`src/rtl/frame_region_reader.sv`:
```
// frame_region_reader
//   Reads a rectangular region of the 160x120, 3-bit-colour video memory
//   through its synchronous read port. The region is emitted as a raster-order
//   pixel stream (x, y, colour) with a valid/ready handshake.
//
//   The region is clipped to the screen when start is accepted. Reads are
//   throttled so that the 2-entry output buffer cannot overflow under
//   backpressure.
//
//   Optional feature (macro FRAME_REGION_MATCH_COUNT_EN): counts the
//   transferred pixels whose colour equals match_colour, which is latched at
//   start.
//
// Ports
//   CLOCK_50     in   system clock; all logic on the rising edge
//   reset_n      in   asynchronous active-low reset
//   start        in   one-cycle request, sampled only in IDLE
//   x0, y0       in   region top-left corner
//   w, h         in   region size in pixels
//   mem_addr     out  video memory read address (y*160 + x)
//   mem_q        in   read data, valid one cycle after mem_addr
//   pix_valid    out  output pixel available
//   pix_ready    in   consumer accepts the pixel when pix_valid & pix_ready
//   pix_x/y      out  coordinates of the current output pixel
//   pix_colour   out  stored colour of the current output pixel
//   match_colour in   colour to count (only with FRAME_REGION_MATCH_COUNT_EN)
//   match_count  out  number of matching pixels transferred (only with the macro)
//   busy         out  high from the accepted start until done
//   done         out  one-cycle pulse after the last pixel transfers
//
// States
//   IDLE   | waiting for start
//   SCAN   | issuing reads over the clipped region
//   DRAIN  | last read issued; waiting for the pipe and buffer to empty
//   FINISH | done pulse, then return to IDLE
module frame_region_reader #(
  parameter int SCREEN_W    = 160,
  parameter int SCREEN_H    = 120,
  parameter int COLOUR_BITS = 3
) (
  input  logic                   CLOCK_50,
  input  logic                   reset_n,
  input  logic                   start,
  input  logic [7:0]             x0,
  input  logic [6:0]             y0,
  input  logic [7:0]             w,
  input  logic [6:0]             h,
  output logic [14:0]            mem_addr,
  input  logic [COLOUR_BITS-1:0] mem_q,
  output logic                   pix_valid,
  input  logic                   pix_ready,
  output logic [7:0]             pix_x,
  output logic [6:0]             pix_y,
  output logic [COLOUR_BITS-1:0] pix_colour,
`ifdef FRAME_REGION_MATCH_COUNT_EN
  input  logic [COLOUR_BITS-1:0] match_colour,
  output logic [14:0]            match_count,
`endif
  output logic                   busy,
  output logic                   done
);

  localparam logic [8:0] X_LIM   = 9'(SCREEN_W);
  localparam logic [7:0] Y_LIM   = 8'(SCREEN_H);
  localparam int         ENTRY_W = 15 + COLOUR_BITS;

  typedef enum logic [1:0] {IDLE, SCAN, DRAIN, FINISH} state_t;
  state_t state_q, state_d;

  logic [7:0] cx, x_first, x_last;
  logic [6:0] cy, y_last;
  logic       inflight;
  logic [7:0] tag_x;
  logic [6:0] tag_y;

  logic [ENTRY_W-1:0] fifo_mem [2];
  logic               wr_ptr, rd_ptr;
  logic [1:0]         fifo_count;
  logic [ENTRY_W-1:0] head;

  // Sums are one bit wider than the operands so they cannot wrap.
  logic [8:0] x_sum;
  logic [7:0] y_sum;
  logic [7:0] x_end_c;
  logic [6:0] y_end_c;
  logic       region_empty, accept, last_pix, issue, push, pop;
  logic [1:0] occ;

  assign x_sum        = {1'b0, x0} + {1'b0, w};
  assign y_sum        = {1'b0, y0} + {1'b0, h};
  assign x_end_c      = (x_sum > X_LIM) ? X_LIM[7:0] : x_sum[7:0];
  assign y_end_c      = (y_sum > Y_LIM) ? Y_LIM[6:0] : y_sum[6:0];
  assign region_empty = (w == 8'd0) || (h == 7'd0) ||
                        ({1'b0, x0} >= X_LIM) || ({1'b0, y0} >= Y_LIM);
  assign accept       = (state_q == IDLE) && start;

  assign last_pix = (cx == x_last) && (cy == y_last);
  assign push     = inflight;
  assign pop      = pix_valid && pix_ready;
  assign occ      = fifo_count + {1'b0, inflight};
  // A slot freed by this cycle's pop counts as free. The data for a read
  // issued now lands one edge later, after that pop has happened, so the
  // buffer still cannot overflow. Counting the pop is what allows one pixel
  // per cycle when pix_ready is held high.
  assign issue    = (state_q == SCAN) && ((occ < 2'd2) || pop);

  // The address is y*128 + y*32 + x, which equals y*160 + x.
  assign mem_addr = {1'b0, cy, 7'b0} + {3'b0, cy, 5'b0} + {7'b0, cx};

  assign head       = fifo_mem[rd_ptr];
  assign pix_valid  = (fifo_count != 2'd0);
  assign pix_x      = head[ENTRY_W-1 -: 8];
  assign pix_y      = head[COLOUR_BITS +: 7];
  assign pix_colour = head[COLOUR_BITS-1:0];

  always_ff @(posedge CLOCK_50 or negedge reset_n) begin
    if (!reset_n) state_q <= IDLE;
    else          state_q <= state_d;
  end

  always_comb begin
    state_d = state_q;
    case (state_q)
      IDLE:    if (start) state_d = region_empty ? FINISH : SCAN;
      SCAN:    if (issue && last_pix) state_d = DRAIN;
      DRAIN:   if (!inflight && fifo_count == 2'd0) state_d = FINISH;
      FINISH:  state_d = IDLE;
      default: state_d = IDLE;
    endcase
  end

  always_comb begin
    busy = (state_q == SCAN) || (state_q == DRAIN);
    done = (state_q == FINISH);
  end

  always_ff @(posedge CLOCK_50 or negedge reset_n) begin
    if (!reset_n) begin
      cx          <= '0;
      cy          <= '0;
      x_first     <= '0;
      x_last      <= '0;
      y_last      <= '0;
      inflight    <= 1'b0;
      tag_x       <= '0;
      tag_y       <= '0;
      fifo_mem[0] <= '0;
      fifo_mem[1] <= '0;
      wr_ptr      <= 1'b0;
      rd_ptr      <= 1'b0;
      fifo_count  <= '0;
    end else begin
      if (accept) begin
        cx      <= x0;
        cy      <= y0;
        x_first <= x0;
        x_last  <= x_end_c - 8'd1;
        y_last  <= y_end_c - 7'd1;
      end else if (issue && !last_pix) begin
        // On the last pixel cx/cy are not advanced, so mem_addr keeps the
        // final read address.
        if (cx == x_last) begin
          cx <= x_first;
          cy <= cy + 7'd1;
        end else begin
          cx <= cx + 8'd1;
        end
      end

      inflight <= issue;
      if (issue) begin
        tag_x <= cx;
        tag_y <= cy;
      end

      if (push) begin
        fifo_mem[wr_ptr] <= {tag_x, tag_y, mem_q};
        wr_ptr           <= ~wr_ptr;
      end
      if (pop) rd_ptr <= ~rd_ptr;
      case ({push, pop})
        2'b10:   fifo_count <= fifo_count + 2'd1;
        2'b01:   fifo_count <= fifo_count - 2'd1;
        default: fifo_count <= fifo_count;
      endcase
    end
  end

`ifdef FRAME_REGION_MATCH_COUNT_EN
  logic [COLOUR_BITS-1:0] match_q;

  always_ff @(posedge CLOCK_50 or negedge reset_n) begin
    if (!reset_n) begin
      match_q     <= '0;
      match_count <= '0;
    end else if (accept) begin
      match_q     <= match_colour;
      match_count <= '0;
    end else if (pop && (pix_colour == match_q)) begin
      match_count <= match_count + 15'd1;
    end
  end
`endif

endmodule

```
`config.mk`:
```
export PLATFORM = sky130hd
export DESIGN_NAME = frame_region_reader
export DESIGN_NICKNAME = d
export VERILOG_FILES = /design/src/rtl/frame_region_reader.sv
export SDC_FILE = /design/constraint.sdc
export NUM_CORES = 1
export LEC_CHECK = 0
export ABC_AREA = 1
export CAP_MARGIN = 15
export CORE_ASPECT_RATIO = 0.9
export CORE_MARGIN = 3
export CORE_UTILIZATION = 60
export CTS_CLUSTER_SIZE = 28
export DETAILED_ROUTE_END_ITERATION = 12
export GPL_ROUTABILITY_DRIVEN = 0
export PLACE_DENSITY = 0.81
export SYNTH_ARGS = -nofsm -noshare
export SYNTH_HDL_FRONTEND = slang
export SYNTH_SLANG_ARGS = --single-unit
export TNS_END_PERCENT = 5
```
`constraint.sdc`:
```
create_clock -name CLOCK_50 -period 8.4 [get_ports CLOCK_50]
set_clock_uncertainty 0.2 [all_clocks]
set_input_delay 1.68 -clock CLOCK_50 [delete_from_list [all_inputs] [get_ports CLOCK_50]]
set_output_delay 1.68 -clock CLOCK_50 [all_outputs]
set_load 0.01 [all_outputs]
```
==> results of run 1 <==
==> power breakdown <==
group	total (uW)	switching, uW	internal [uW]
clock network	305	164	141
registers	783	142	641
logic	1260	671	587
==> final timing paths <==
kind,slack [ns],endpoint
min,0.29,tag_x[7]
max reg2reg,5.80,cx[6]
max,3.35,mem_addr[13]
max in group asynchronous,5.83,x_last[4]
min reg2reg,0.29,tag_x[7]
min in group asynchronous,1.06,fifo_mem[1]
==> critical path: stages, from the launching register on <==
cell	delay, ns
dfrtp_1	0.48
fa_1	0.42
ha_1	0.34
a21oi_1	0.16
nand2_1	0.09
nand2_1	0.06
nand2_1	0.05
a21oi_1	0.19
nor2_1	0.07
o21ai_0	0.18
nand2_1	0.09
xor2_1	0.13
clkdlybuf4s50_1	0.55
==> placed cells by master, fill, tap and decap left out, types with 2 or more instances in the layout <==
cell type	count
or2_0	3
nor4_1	3
clkdlybuf4s50_1	71
nand2_2	4
ha_1	38
buf_4	4
xnor2_1	11
inv_6	3
inv_1	93
nand3_1	32
xor2_1	18
dfrtp_1	96
a31oi_1	5
nand2_1	230
o21ai_1	8
o211ai_1	16
nand2_4	4
or2_1	4
nand4_1	14
a21oi_1	20
nor3_1	8
nor2_1	25
o21ai_0	92
clkbuf_1	2
fa_1	4
inv_2	8
clkbuf_8	9
or2_2	5
==> routing by layer <==
layer	share of wire [%]	vias up	GRT usage [%]	routed length, um
met5	0	-	0	0
met4	1.8	0	7.48	238
met3	4.1	24	3.90	540
met2	49	145	43.0	6440
met1	45	2516	31.6	5980
li1	-	2638	-	-
==> flip-flops by register name, summed over array words and instances, names as in the netlist <==
register    count
cy              7
x_first         8
y_last          7
cx              8
tag_y           7
rd_ptr          1
inflight        1
tag_x           8
x_last          8
wr_ptr          1
state_q         2
fifo_count      2
fifo_mem       36
==> cells by family after synthesis <==
group / Yosys count / synth area share (%)
DFF: 96 / 40.2
xor gates and xnor gates: 29 / 4.25
buffers and inverters: 128 / 8.63
AOI/OAI and AO/OA: 147 / 13.4
and+or+nand+nor: 336 / 24.2
adders and majority gates: 42 / 9.30
==> stage by stage <==
| step | total power, uW | utilization, % |
|---|---|---|
| floorplan | 1550 | - |
| global placement | 1990 | 71.5 |
| detailed placement | 2050 | 71.5 |
| CTS | 2360 | 73.6 |
| global route | 2550 | 73.6 |
| finish | 2350 | 73.6 |
==> final cells by class <==
class                           count  area share [%]
Sequential cell                    96            34.7
Timing Repair Buffer               75            10.7
Inverter                          102            5.53
Clock buffer                       11            1.90
Multi-Input combinational cell    554            44.1
Clock inverter                      5           0.921
Tap cell                          122            2.20
==> results.md, run 1 <==
| Stage | Item | Value |
|---|---|---|
| global route | Global-route congestion overflow total | 0 |
| finish | Nets@finish | 917 |
| critical path | Arrival time at the worst endpoint | 3.17 ns |
| synth | Flops & latches, synth | 96 |
| synth | Syn_nets | 857 |
| finish | Multi-input gate area in the final layout | 0.00305 sq mm |
| floorplan | Io pins | 73 |
| min path | Classification of the worst-slack hold path | register to register |
| synth | Cell with the most instances after synthesis | nand2_1 |
| floorplan | Initial standard-cell utilization of the core | 63.4% |
| timing | Post-layout worst setup margin | 3.35 ns |
| critical path | Critical Path Sink Type | output pin |
| detailed routing | Count of vias placed by the detailed router | 5323 |
| cts | Clock transition at the registers of the reported paths | 0.10 ns |
| min path | Origin of the worst min-delay path | tag_x[7] |
| cts | Number of levels the H-tree was split into | 3 |
| global route | Number of global-route vias before repair | 5150 |
| detailed routing | Number of vias per cell | 5.52 |
| finish | Footprint of the flip-flops and latches | 0.00240 sq mm |
| finish | Number of antenna repair diodes | 0 |
| cts | Total CTS buffers | 9 |
| run | MaxCap Viol Count | 0 |
| critical path | Startpoint of the worst setup timing path | cy[0] |
| floorplan | Cell Rows | 33 |
| timing | Max-slew violation count | 0 |
| power | Leak Pwr | 0.00347 uW |
| synth | Count of flip-flops with a built-in enable after synthesis | 0 |
| finish | Share of final-layout standard cells stronger than drive strength 1 | 5.22% |
| detailed routing | Post-DR wirelength/cell | 13.7 um |
| critical path | Worst R2R Path Depth | 12 |
| floorplan | Die Width | 111 um |
| detailed routing | Detailed Routing Iterations Pass 1 | 5 |
| timing | Final total negative setup slack | 0 ns |
| cts | Total clock sinks | 96 |
| cts | TritonCTS clock tree | built |
| placed design | Post-detailed-placement half-perimeter wirelength | 10100 um |
| timing | Pin slew with the least headroom to its limit | 1.12 ns |
| cts | Post-cts hold buffer count | 0 |
| synth | Synth unique cells | 39 |
| synth | Sequential area share after synthesis | 40.2% |
| placed design | Post-placement setup slack | 3.58 ns |
| synth | Ranking of synthesized cells by area | dfrtp_1 (40%), nand2_1 (14%), ha_1 (8.0%) |
| finish | Non-Filler Cell Area, Final | 0.00693 sq mm |
| status | Status | complete, no violations |
| cts | Number of buffers on the longest clock path | 2 |
| synth | Synthesized cell area | 0.00597 sq mm |
| critical path | Crit path launch type | register |
| finish | Relative area change from synthesis to final layout | 16.0% |
| synth | Top post-synthesis cells by count | nand2_1 (230), dfrtp_1 (96), inv_1 (93) |
| timing | Minimum clock period after layout | 5.05 ns |
| min path | Count of cells along the worst hold path | 2 |
| synth | Post-synthesis async set-or-reset flop share | 100% |
| global route | Global-route wire length before repair | 22900 um |
| critical path | Origin of the critical flop-to-flop path | state_q[0] |
| timing | Number of setup violations in the final report | 0 |
| global route | Pin count of the biggest net entering global routing | 61 |
| finish | Filler Cells Inserted | 760 |
| timing | Worst slew margin relative to its limit | 25.2% |
| floorplan | Die ar. | 0.0112 sq mm |
| placed design | Placed cell count | 949 |
| detailed routing | Antenna-violating nets left | 0 |
| critical path | Data required time at the worst endpoint | 6.52 ns |
| global route | Number of antenna violations at the first check in global routing | 0 |
| detailed routing | Number of remaining DRC errors | 0 |
| synth | Cell count after synthesis | 778 |
| cts | Quantity of gates resized following cts | 0 |
| cts | Later-pin clock latency in the skew report | 0.36 ns |
| synth | Per-instance average area after synthesis | 7.68 sq um |
| cts | Clk Tree Root Cell | clkbuf_8 |
| detailed routing | Total wire length after detailed routing | 13200 um |
| timing | RSZ-0062 raised after global routing | false |
| power | Peak ir drop on the vdd network | 0.223 mV |
| synth | Area share of the leading cell type in the synthesized netlist | 40.2% |
| finish | Final Instance Count excl. Fillers | 965 |
| critical path | Biggest fanout along the worst timing path | 6 |
| timing | Max frequency | 0.198 GHz |
| timing | Hold_ws | 0.291 ns |
| power | Total power divided by cell area | 339 mW/mm^2 |
| timing | Hold Fails Final Rpt | 0 |
| synth | Count of warnings emitted by yosys | 0 |
| global route | Total track usage | 24.5% |
| synth | Ys flop type | dfrtp_1 |
| synth | Post-synth top area cell | dfrtp_1 |
| placed design | Area after detailed placement | 0.00673 sq mm |
| critical path | Classification of the worst setup path | register to output pin |
| floorplan | CORE AREA | 0.00941 sq mm |
| floorplan | Die Ht | 101 um |
| cts | Post-CTS repair timing setup buffer count | 0 |
| placed design | Number of buffers inserted by port buffering | 72 |
| timing | Final cycle utilization of the critical path | 60.1% |
| detailed routing | Drt initial violations | 427 |
No activity file was read; power rests on OpenSTA's default activity.
==> inputs of run 2 (changes only) <==
- CORE_UTILIZATION: 60 -> 51
- PLACE_DENSITY: 0.81 -> 0.73
- clock period: 8.4 -> 4.5 ns (I/O delays scaled with it)
==> run 2 against run 1 <==
Against the previous run: die area is 17% higher; critical path depth stayed put; clock power is 130% higher; cell area is 2.0% higher; clock-buffer cell count is 1 lower; utilization is 10 points lower; global-route usage is 3.0 points lower; combinational power is 88% higher; routed wire length is 2.7% higher; critical endpoint unchanged; largest cell class unchanged; highest routed layer unchanged.
==> results.md, run 2 (same netlist as run 1, synthesis figures left out) <==
| Stage | Item | Value |
|---|---|---|
| status | Status | complete, no violations |
| power | Peak ir drop on the vdd network | 0.403 mV |
| placed design | Number of buffers inserted by port buffering | 72 |
| power | Leak Pwr | 0.00352 uW |
| detailed routing | Antenna-violating nets left | 0 |
| timing | Final total negative setup slack | 0 ns |
| cts | Post-CTS repair timing setup buffer count | 0 |
| finish | Number of antenna repair diodes | 0 |
| critical path | Classification of the worst setup path | register to output pin |
| detailed routing | Drt initial violations | 418 |
| placed design | Placed cell count | 982 |
| floorplan | CORE AREA | 0.0111 sq mm |
| critical path | Worst R2R Path Depth | 13 |
| critical path | Arrival time at the worst endpoint | 3.16 ns |
| critical path | Startpoint of the worst setup timing path | cy[0] |
| critical path | Origin of the critical flop-to-flop path | cx[7] |
| finish | Leading cell type in the layout, fill and taps excluded | nand2_1 |
| min path | Count of cells along the worst hold path | 2 |
| detailed routing | Post-DR wirelength/cell | 13.6 um |
| timing | Worst slew margin relative to its limit | 28.8% |
| global route | Number of global-route vias before repair | 4989 |
| critical path | Data required time at the worst endpoint | 3.40 ns |
| min path | End point of the worst hold path | tag_x[5] |
| cts | Number of buffers on the longest clock path | 2 |
| timing | Final cycle utilization of the critical path | 94.6% |
| finish | Register with the most flip-flops | fifo_mem |
| min path | Origin of the worst min-delay path | tag_x[5] |
| cts | Post-cts hold buffer count | 0 |
| floorplan | Io pins | 73 |
| timing | RSZ-0062 raised after global routing | false |
| detailed routing | Count of vias placed by the detailed router | 5226 |
| cts | TritonCTS clock tree | built |
| finish | Relative area change from synthesis to final layout | 18.3% |
| placed design | Post-detailed-placement half-perimeter wirelength | 10200 um |
| detailed routing | Total wire length after detailed routing | 13600 um |
| global route | Global-route wire length before repair | 22900 um |
| power | Total power divided by cell area | 641 mW/mm^2 |
| cts | Clock transition at the registers of the reported paths | 0.06 ns |
| critical path | Max stage delay on crit path | 0.55 ns |
| timing | Number of setup violations in the final report | 0 |
| timing | Hold Fails Final Rpt | 0 |
| cts | Total clock sinks | 96 |
| cts | Total CTS buffers | 9 |
| run | MaxCap Viol Count | 0 |
| critical path | Crit path launch type | register |
| min path | Classification of the worst-slack hold path | register to register |
| timing | Hold_ws | 0.282 ns |
| global route | Pin count of the biggest net entering global routing | 78 |
| critical path | Worst-path cell chain | fa_1 -> ha_1 -> a21oi_1 -> nand2_1 -> nand2_1 -> nand2_1 -> a21oi_1 -> nor2_1 -> o21ai_0 -> nand2_1 -> xor2_1 -> clkdlybuf4s50_1 |
| cts | Later-pin clock latency in the skew report | 0.33 ns |
| finish | Nets@finish | 920 |
| cts | Clk Tree Root Cell | clkbuf_16 |
| floorplan | Cell Rows | 36 |
| cts | Quantity of gates resized following cts | 0 |
| detailed routing | Number of vias per cell | 5.24 |
| detailed routing | Detailed Routing Iterations Pass 1 | 5 |
| critical path | FF-to-FF End | cy[2] |
| timing | Max frequency | 0.235 GHz |
| cts | Number of levels the H-tree was split into | 3 |
| finish | Final Instance Count excl. Fillers | 997 |
| timing | Max-slew violation count | 0 |
| finish | Share of final-layout standard cells stronger than drive strength 1 | 5.80% |
| timing | Pin slew with the least headroom to its limit | 1.07 ns |
| global route | Number of antenna violations at the first check in global routing | 0 |
| floorplan | Initial standard-cell utilization of the core | 53.7% |
| global route | Total track usage | 21.5% |
| finish | Commonest cells after routing, fill and taps aside | nand2_1 (230), dfrtp_1 (95), inv_1 (93) |
| finish | Filler Cells Inserted | 987 |
| floorplan | Die Ht | 109 um |
| detailed routing | Number of remaining DRC errors | 0 |
| critical path | Biggest fanout along the worst timing path | 6 |
| floorplan | Die ar. | 0.0130 sq mm |
| timing | Minimum clock period after layout | 4.26 ns |
| floorplan | Die Width | 120 um |
| critical path | Reg2reg setup slack | 2.06 ns |
| power | Total power | 4530 uW |
| critical path | Cell at the slowest stage of the critical path | clkdlybuf4s50_1 |
| critical path | Critical Path Sink Type | output pin |
| finish | Max FFs per register | 36 |
| global route | Global-route congestion overflow total | 0 |
| critical path | Most common cell type on the critical path | nand2_1 |
[run 2: layout make-up]
type	instances	area, sq um	share of cell area, %
Sequential cell	96	2400	34.0
Clock inverter	5	33.8	0.478
Clock buffer	10	239	3.38
Inverter	102	383	5.42
Tap cell	152	190	2.69
Timing Repair Buffer	78	763	10.8
Multi-Input combinational cell	554	3050	43.2
[run 2: critical path: cells and delay by family, from the launching register on]
| family | cells | cell delay [ns] |
|---|---|---|
| compound gates | 3 | 0.53 |
| xor+xnor | 1 | 0.15 |
| buf+inv | 1 | 0.55 |
| simple gates | 5 | 0.36 |
| flops | 1 | 0.47 |
| fa+ha+maj | 2 | 0.76 |
[run 2: worst max path at each step]
stage	end	slack (ns)	depth (start not counted)
4_1_cts	mem_addr[13]	0.21	12
6_report	mem_addr[13]	0.24	12
5_1_grt	mem_addr[13]	0.005	12
2_1_floorplan	x_last[2]	1.17	17
3_5_place_dp	y_last[6]	0.48	19
3_3_place_gp	x_last[2]	0.55	18
[run 2: through the flow]
step                utilization (%)  area (sq um)  worst slack, ns
floorplan                         -          5970             1.17
detailed placement             61.1          6790            0.481
global route                   63.5          7070          0.00482
global placement               61.1          6790            0.550
finish                         63.5          7070            0.242
CTS                            63.5          7070            0.209
[run 2: report_power, final]
group          internal (uW)  switching (uW)
Clock                    386             318
Combinational           1100            1270
Sequential              1200             251
[run 2: metal layers]
metal / track usage [%] / routed length [um]
met1: 28.2 / 6070
met2: 38.3 / 6700
met3: 2.96 / 675
met4: 4.66 / 108
met5: 0 / 0
